## config.mk

```make
export PLATFORM = sky130hd
export DESIGN_NAME = sram_stream_reader_flat
export DESIGN_NICKNAME = d
export VERILOG_FILES = /design/src/rtl/sram_stream_reader_if.sv /design/src/rtl/sram_stream_reader.sv /design/src/flat_wrapper.sv
export SDC_FILE = /design/constraint.sdc
export NUM_CORES = 1
export LEC_CHECK = 0
export BUFFER_PORTS_ARGS = -buffer_cell sky130_fd_sc_hd__buf_2
export CAP_MARGIN = 15
export CORE_ASPECT_RATIO = 1.25
export CORE_MARGIN = 2
export CORE_UTILIZATION = 56
export CTS_CLUSTER_DIAMETER = 200
export DETAILED_ROUTE_END_ITERATION = 8
export PLACE_DENSITY = 0.89
export SETUP_SLACK_MARGIN = 0.3
export SLEW_MARGIN = 20
export SYNTH_ARGS = -nofsm -noshare
export SYNTH_HDL_FRONTEND = slang
export SYNTH_SLANG_ARGS = --single-unit
```

## constraint.sdc

```tcl
create_clock -name clk -period 4 [get_ports clk]
set_clock_uncertainty 0.2 [all_clocks]
set_input_delay 0 -clock clk [delete_from_list [all_inputs] [get_ports clk]]
set_output_delay 0 -clock clk [all_outputs]
set_load 0.01 [all_outputs]
```

## src/rtl/sram_stream_reader_if.sv

```systemverilog
// -----------------------------------------------------------------------------
// sram_stream_reader_if
//
// Output word stream of sram_stream_reader toward the operand feeders.
// Signal names keep the reader's port naming so waveforms read the same
// whether probed at the interface or inside the reader.
//
//   o_data   DATA_WIDTH  FIFO head word (reader -> consumer)
//   o_valid  1           head word present (reader -> consumer)
//   o_last   1           head word is the final word of the run
//   i_ready  1           consumer takes the head when o_valid & i_ready
//
// Modports:
//   master  the reader side (drives data/valid/last, samples ready)
//   slave   the consumer side
// -----------------------------------------------------------------------------
interface sram_stream_reader_if #(
    parameter int DATA_WIDTH = 8
);
    logic [DATA_WIDTH-1:0] o_data;
    logic                  o_valid;
    logic                  o_last;
    logic                  i_ready;

    modport master (
        output o_data,
        output o_valid,
        output o_last,
        input  i_ready
    );

    modport slave (
        input  o_data,
        input  o_valid,
        input  o_last,
        output i_ready
    );
endinterface

```

## src/rtl/sram_stream_reader.sv

```systemverilog
// -----------------------------------------------------------------------------
// sram_stream_reader
//
// Read-side sequencer for one single-port SRAM bank. A start command in IDLE
// latches base address, word count and stride, then the block issues one read
// per cycle (as long as the output FIFO can absorb the result), captures the
// bank's registered read data one cycle later and streams it out through a
// small first-word-fall-through FIFO on a valid/ready handshake.
//
// Ports:
//   clk, rst          clock, synchronous active-high reset
//   i_start           start pulse, only looked at in IDLE
//   i_base_addr       first read address
//   i_len             word count 0..2^ADDR_WIDTH
//   i_stride          address increment (stride build only, see below)
//   o_busy            high in READ, DRAIN and DONE
//   o_done            one-cycle completion pulse
//   o_sram_rd_wr_en   bank port mode, constant 0 (read)
//   o_sram_addr       bank address
//   i_sram_rd_data    bank registered read data
//   stream            output word stream (sram_stream_reader_if.master)
//
// Build option:
//   SRAM_RD_STRIDE_EN  defined: i_stride is latched and used as the address
//                      increment. Undefined: the increment is fixed at 1 and
//                      i_stride is ignored (port kept so both builds share
//                      one interface).
// -----------------------------------------------------------------------------
module sram_stream_reader #(
    parameter int DATA_WIDTH = 8,
    parameter int ADDR_WIDTH = 10,
    parameter int FIFO_DEPTH = 4
) (
    input  logic                  clk,
    input  logic                  rst,
    input  logic                  i_start,
    input  logic [ADDR_WIDTH-1:0] i_base_addr,
    input  logic [ADDR_WIDTH:0]   i_len,
    input  logic [ADDR_WIDTH-1:0] i_stride,
    output logic                  o_busy,
    output logic                  o_done,
    output logic                  o_sram_rd_wr_en,
    output logic [ADDR_WIDTH-1:0] o_sram_addr,
    input  logic [DATA_WIDTH-1:0] i_sram_rd_data,
    sram_stream_reader_if.master  stream
);

    localparam int PTR_W = (FIFO_DEPTH > 1) ? $clog2(FIFO_DEPTH) : 1;
    localparam int CNT_W = PTR_W + 1;

    typedef enum logic [1:0] {
        ST_IDLE  = 2'd0,
        ST_READ  = 2'd1,
        ST_DRAIN = 2'd2,
        ST_DONE  = 2'd3
    } state_t;

    // -------------------------------------------------------------------------
    // State
    // -------------------------------------------------------------------------
    state_t                state_q,         state_d;
    logic [ADDR_WIDTH-1:0] addr_q,          addr_d;       // next address to issue
    logic [ADDR_WIDTH-1:0] last_addr_q,     last_addr_d;  // address shown while idle
    logic [ADDR_WIDTH:0]   remaining_q,     remaining_d;  // reads still to issue
    logic                  inflight_q,      inflight_d;   // bank data valid this cycle
    logic                  inflight_last_q, inflight_last_d;
    logic [CNT_W-1:0]      count_q,         count_d;
    logic [PTR_W-1:0]      wr_ptr_q,        rd_ptr_q;
    logic [DATA_WIDTH:0]   fifo_mem_q [FIFO_DEPTH];       // {last, data}

`ifdef SRAM_RD_STRIDE_EN
    logic [ADDR_WIDTH-1:0] stride_q, stride_d;
    logic [ADDR_WIDTH-1:0] addr_incr;
    assign addr_incr = stride_q;
`else
    logic [ADDR_WIDTH-1:0] addr_incr;
    logic                  unused_stride;
    assign addr_incr     = ADDR_WIDTH'(1);
    // The stride port only exists to keep both builds pin-compatible.
    assign unused_stride = ^i_stride;
`endif

    // -------------------------------------------------------------------------
    // FIFO bookkeeping
    // -------------------------------------------------------------------------
    logic             push;
    logic             pop;
    logic             issue;
    logic             can_issue;
    logic [CNT_W:0]   occupancy;

    // Capture is unconditional on inflight: the issue rule already reserved
    // a slot for every outstanding read.
    assign push = inflight_q;
    assign pop  = (count_q != '0) && stream.i_ready;

    // Slots committed after this cycle: stored words plus the word arriving
    // from the bank, minus the word leaving now. Counting the pop lets a full
    // pipeline keep issuing every cycle while the consumer is ready.
    assign occupancy = {1'b0, count_q}
                     + {{CNT_W{1'b0}}, inflight_q}
                     - {{CNT_W{1'b0}}, pop};

    assign can_issue = (state_q == ST_READ)
                    && (remaining_q != '0)
                    && (occupancy < (CNT_W+1)'(FIFO_DEPTH));

    assign count_d = count_q + CNT_W'(push) - CNT_W'(pop);

    // -------------------------------------------------------------------------
    // Next-state / datapath control
    // -------------------------------------------------------------------------
    always_comb begin
        state_d         = state_q;
        addr_d          = addr_q;
        last_addr_d     = last_addr_q;
        remaining_d     = remaining_q;
        inflight_d      = 1'b0;
        inflight_last_d = 1'b0;
        issue           = 1'b0;
`ifdef SRAM_RD_STRIDE_EN
        stride_d        = stride_q;
`endif

        case (state_q)
            ST_IDLE: begin
                if (i_start) begin
                    addr_d      = i_base_addr;
                    remaining_d = i_len;
`ifdef SRAM_RD_STRIDE_EN
                    stride_d    = i_stride;
`endif
                    state_d     = (i_len != '0) ? ST_READ : ST_DONE;
                end
            end

            ST_READ: begin
                if (can_issue) begin
                    issue           = 1'b1;
                    last_addr_d     = addr_q;
                    addr_d          = addr_q + addr_incr;   // wraps modulo 2^ADDR_WIDTH
                    remaining_d     = remaining_q - (ADDR_WIDTH+1)'(1);
                    inflight_d      = 1'b1;
                    inflight_last_d = (remaining_q == (ADDR_WIDTH+1)'(1));
                    if (remaining_q == (ADDR_WIDTH+1)'(1)) begin
                        state_d = ST_DRAIN;
                    end
                end
            end

            ST_DRAIN: begin
                // Leave once the final word is handshaken in this very cycle,
                // so o_done follows the last handshake by exactly one cycle.
                if (!inflight_q && (count_d == '0)) begin
                    state_d = ST_DONE;
                end
            end

            ST_DONE: begin
                state_d = ST_IDLE;
            end

            default: begin
                state_d = ST_IDLE;
            end
        endcase
    end

    // -------------------------------------------------------------------------
    // Control registers
    // -------------------------------------------------------------------------
    always_ff @(posedge clk) begin
        if (rst) begin
            state_q         <= ST_IDLE;
            addr_q          <= '0;
            last_addr_q     <= '0;
            remaining_q     <= '0;
            inflight_q      <= 1'b0;
            inflight_last_q <= 1'b0;
            count_q         <= '0;
            wr_ptr_q        <= '0;
            rd_ptr_q        <= '0;
        end else begin
            state_q         <= state_d;
            addr_q          <= addr_d;
            last_addr_q     <= last_addr_d;
            remaining_q     <= remaining_d;
            inflight_q      <= inflight_d;
            inflight_last_q <= inflight_last_d;
            count_q         <= count_d;
            if (push) begin
                wr_ptr_q <= wr_ptr_q + PTR_W'(1);
            end
            if (pop) begin
                rd_ptr_q <= rd_ptr_q + PTR_W'(1);
            end
        end
    end

`ifdef SRAM_RD_STRIDE_EN
    always_ff @(posedge clk) begin
        if (rst) begin
            stride_q <= '0;
        end else begin
            stride_q <= stride_d;
        end
    end
`endif

    // -------------------------------------------------------------------------
    // FIFO storage: one write port per entry, selected by the write pointer.
    // Contents need no reset; the head is gated by the count.
    // -------------------------------------------------------------------------
    generate
        for (genvar gi = 0; gi < FIFO_DEPTH; gi++) begin : g_fifo_entry
            always_ff @(posedge clk) begin
                if (push && (wr_ptr_q == PTR_W'(gi))) begin
                    fifo_mem_q[gi] <= {inflight_last_q, i_sram_rd_data};
                end
            end
        end
    endgenerate

    // -------------------------------------------------------------------------
    // Outputs
    // -------------------------------------------------------------------------
    logic [DATA_WIDTH:0] head_word;
    logic                fifo_valid;

    assign fifo_valid = (count_q != '0);
    assign head_word  = fifo_mem_q[rd_ptr_q];

    assign stream.o_valid = fifo_valid;
    assign stream.o_data  = fifo_valid ? head_word[DATA_WIDTH-1:0] : '0;
    assign stream.o_last  = fifo_valid ? head_word[DATA_WIDTH]     : 1'b0;

    // During an issue the bank sees the fresh address; otherwise it keeps the
    // previous one (a repeated read there is discarded since inflight is low).
    assign o_sram_addr     = issue ? addr_q : last_addr_q;
    assign o_sram_rd_wr_en = 1'b0;
    assign o_busy          = (state_q != ST_IDLE);
    assign o_done          = (state_q == ST_DONE);

endmodule
```

## src/flat_wrapper.sv

```systemverilog
// flat-port wrapper written by rule: the top's interface ports become plain ports
module sram_stream_reader_flat 
#(
    parameter int DATA_WIDTH = 8,
    parameter int ADDR_WIDTH = 10,
    parameter int FIFO_DEPTH = 4
)
  (clk, rst, i_start, i_base_addr, i_len, i_stride, o_busy, o_done, o_sram_rd_wr_en, o_sram_addr, i_sram_rd_data, stream_o_data, stream_o_valid, stream_o_last, stream_i_ready);
  sram_stream_reader_if #(.DATA_WIDTH(DATA_WIDTH)) stream_i ();
  input  logic clk;
  input  logic rst;
  input  logic i_start;
  input  logic [ADDR_WIDTH-1:0] i_base_addr;
  input  logic [ADDR_WIDTH:0] i_len;
  input  logic [ADDR_WIDTH-1:0] i_stride;
  output logic o_busy;
  output logic o_done;
  output logic o_sram_rd_wr_en;
  output logic [ADDR_WIDTH-1:0] o_sram_addr;
  input  logic [DATA_WIDTH-1:0] i_sram_rd_data;
  output wire logic [$bits(stream_i.o_data)-1:0] stream_o_data;
  output wire logic [$bits(stream_i.o_valid)-1:0] stream_o_valid;
  output wire logic [$bits(stream_i.o_last)-1:0] stream_o_last;
  input wire logic [$bits(stream_i.i_ready)-1:0] stream_i_ready;
  assign stream_o_data = stream_i.o_data;
  assign stream_o_valid = stream_i.o_valid;
  assign stream_o_last = stream_i.o_last;
  assign stream_i.i_ready = stream_i_ready;
  sram_stream_reader #(.DATA_WIDTH(DATA_WIDTH), .ADDR_WIDTH(ADDR_WIDTH), .FIFO_DEPTH(FIFO_DEPTH)) u_core (.clk(clk), .rst(rst), .i_start(i_start), .i_base_addr(i_base_addr), .i_len(i_len), .i_stride(i_stride), .o_busy(o_busy), .o_done(o_done), .o_sram_rd_wr_en(o_sram_rd_wr_en), .o_sram_addr(o_sram_addr), .i_sram_rd_data(i_sram_rd_data), .stream(stream_i));
endmodule
```

==> flow_summary.toml <==
[placed_design]
place.gp.congestion = 0.8987
port_buffers = 54
place_inst = 490
dp_hpwl_microns = 5871

[cts]
cts_tree = "done"
cts.sinks = 80
clk_latency_ns = 0.34
root_buffer = "clkbuf_8"
cts_buffer_depth = 2
clk_pin_slew_ns = 0.08
numCtsBuffers = 9
cts_max_level = 3

[min_path]
min_path_type = "primary input to flop"

[pwr]
power_uw = 3486
p_per_area_nw_per_um2 = 721.7
vdd_ir_drop_max_uv = 437.0
p_leak_uw = 0.001900

[floorplanning]
die_y_microns = 97.02
io_pins = 66
core_sq_um = 6648
start_util = 0.5831
die_area_sq_um = 7608
num_rows = 33
die_w_microns = 78.42

[route]
drc = 0
drt_iter0_markers = 146
via_count = 3099
postRouteWirelength_microns = 8928
ant_nets = 0
post_drt_wl_per_cell_microns = 16.44
viasPerCell = 5.707
first_pass_iters = 4

[critical_path]
cp_data_arrival_time_ns = 3.37
required_ns = 3.80
worst_setup_path_end_kind = "primary output"
worstSetupStartpointType = "flop"
worst-setup-path-type = "flop to primary output"
critPathMaxFanout = 5

[synth]
synth-edff-count = 36
yosys_warnings = 0
synth_area_leaders = "edfxtp_1 (28%), dfxtp_1 (23%), ha_1 (5.5%), mux4_2 (5.2%), and2_1 (4.0%)"
synth_area_per_cell_sq_um = 10.71
post-synth-top-area-cell = "edfxtp_1"
synth-async-reset-ratio = 0
synth_nets = 423
synth.distinct_cells = 53
synthFlopType = "dfxtp_1"
syn_inst = 362
synth_top_area_frac = 0.2789
ys_seq_area_frac = 0.5061
synth_area_sq_um = 3876
ys_ff_latch = 80

[sta]
worstMarginPinSlew_ns = 0.8122
rsz0062_at_grt = "no"
hold_violations = 0
setup_viol_count_final = 0
min_period_ns = 3.569
clock.fmax_ghz = 0.2802
slew_viol_final = 0
fin_setup_tns_ns = 0
relSlewSlack = 0.4535
period_share = 0.8922

[global_routing]
grt_overflow_total = 0
grt_use_total = 0.2454
grt_pass1_vias = 3253
antenna_found_initial = 0
grt_max_degree = 35
grt_pass1_wl_microns = 14600

[cells_and_area]
instances_no_fill = 543
nets = 512
area_delta_synth_final_pct = 24.63
drive_above_1_share = 0.2500
diodes = 0

[status]
outcome = "finished, final reports clean"

[job]
max_cap_viol_count = 0
## routing by layer
| layer | global-route usage | vias up | wire length [microns] | share of wire |
|---|---|---|---|---|
| met3 | 0.04478 | 20 | 434 | 0.049 |
| met1 | 0.2587 | 1463 | 3316 | 0.37 |
| met5 | 0 | - | 0 | 0 |
| met2 | 0.4615 | 125 | 4932 | 0.55 |
| li1 | - | 1491 | - | - |
| met4 | 0.1134 | 0 | 244 | 0.027 |
## registers in the layout (all words and copies together), names as in the netlist, named ones only
name	count
u_core.fifo_mem_q	36
u_core.remaining_q	11
u_core.addr_q	10
u_core.last_addr_q	10
u_core.count_q	3
u_core.rd_ptr_q	2
u_core.state_q	2
u_core.wr_ptr_q	2
u_core.inflight_last_q	1
u_core.inflight_q	1
## cell usage after synthesis, drive strengths merged (4+ instances only)
| cell type | instances |
|---|---|
| nand4 | 4 |
| clkbuf | 14 |
| and2 | 25 |
| inv | 19 |
| mux2 | 10 |
| nor3 | 12 |
| nor4 | 4 |
| nand2 | 32 |
| mux4 | 9 |
| dfxtp | 44 |
| o32ai | 5 |
| nand3 | 10 |
| edfxtp | 36 |
| a21oi | 28 |
| o21ai | 14 |
| nor2 | 23 |
| buf | 6 |
| ha | 17 |
## per-stage QoR
step	utilization	hold WS, ns	setup slack (ns)	area (sq um)
floorplan	-	-0.1011	0.5940	3876
global placement	0.6334	0.01170	0.3551	4210
detailed placement	0.6334	0.02021	0.1848	4210
CTS	0.7209	0.1902	0.3172	4792
global route	0.7267	0.2093	0.2857	4831
finish	0.7267	0.2101	0.4311	4831
## worst max-delay path, cell delays in order (launching register included)
cell	delay (ns)
dfxtp_2	0.35
or3_1	0.40
and2_4	0.19
ha_1	0.29
inv_1	0.06
ha_1	0.17
inv_1	0.06
fa_2	0.35
xor2_2	0.18
buf_6	0.14
o2111ai_4	0.20
buf_6	0.20
mux2_2	0.28
buf_2	0.14
## placed cells by master (no fill, tap or decap), drive strengths merged, types with 4 or more instances in the layout
cell type / n
and2: 25
mux4: 9
o21ai: 14
nor3: 12
clkbuf: 11
edfxtp: 36
dfxtp: 44
a21oi: 28
inv: 21
buf: 64
nand4: 4
o32ai: 5
nor2: 23
dlygate4sd3: 34
nand2: 32
mux2: 10
ha: 17
nor4: 4
nand3: 10
## worst paths after layout
kind	start	to	slack [ns]	cells past startpoint
worst min register to register	u_core.addr_q[9]$_SDFFE_PP0P_	u_core.addr_q[9]$_SDFFE_PP0P_	0.29	2
worst max register to register	u_core.count_q[1]$_SDFF_PP0_	u_core.remaining_q[10]$_SDFFE_PP0P_	0.49	13
worst min-delay path	i_sram_rd_data[1]	u_core.fifo_mem_q[1][1]$_DFFE_PP_	0.21	2
worst max-delay path	u_core.count_q[1]$_SDFF_PP0_	o_sram_addr[4]	0.43	13
## final cells by class
type / count / area, sq um
clock buffers: 11 / 151.4
multi-input cells: 243 / 1777
fillers: 467 / 1817
repair buffers: 98 / 696.9
flip-flops and latches: 80 / 1963
clock inverters: 5 / 62.56
inverters: 19 / 71.32
well taps: 87 / 108.9
## what timing repair did
item / in CTS / in global routing
endpoints found under the hold margin: 65 / 0
hold buffers: 34 / 0
endpoints found under the setup margin: 15 / 23
setup buffers: 2 / 1
cloned: 0 / 0
gates resized for setup: 2 / 9
## logic make-up (layout without fill, tap and decap cells)
| family | Yosys count | after routing | synth area share |
|---|---|---|---|
| AOI/OAI and AO/OA | 72 | 72 | 0.1227 |
| xor gates and xnor gates | 4 | 4 | 0.009040 |
| adders and majority gates | 18 | 18 | 0.06004 |
| buffers and inverters | 39 | 133 | 0.04357 |
| DFF | 80 | 80 | 0.5061 |
| muxes | 22 | 22 | 0.08909 |
| other | 1 | 1 | 0.0009674 |
| and+or+nand+nor | 126 | 126 | 0.1685 |
## power by group
| part | switching, uW | leakage [uW] | total [uW] | internal [uW] |
|---|---|---|---|---|
| clock | 293 | 0.000103 | 620 | 327 |
| sequential | 177 | 0.000677 | 1180 | 1000 |
| combinational | 952 | 0.00112 | 1690 | 738 |
| total | 1420 | 0.00190 | 3490 | 2060 |
(Power assumes the default switching activity.)
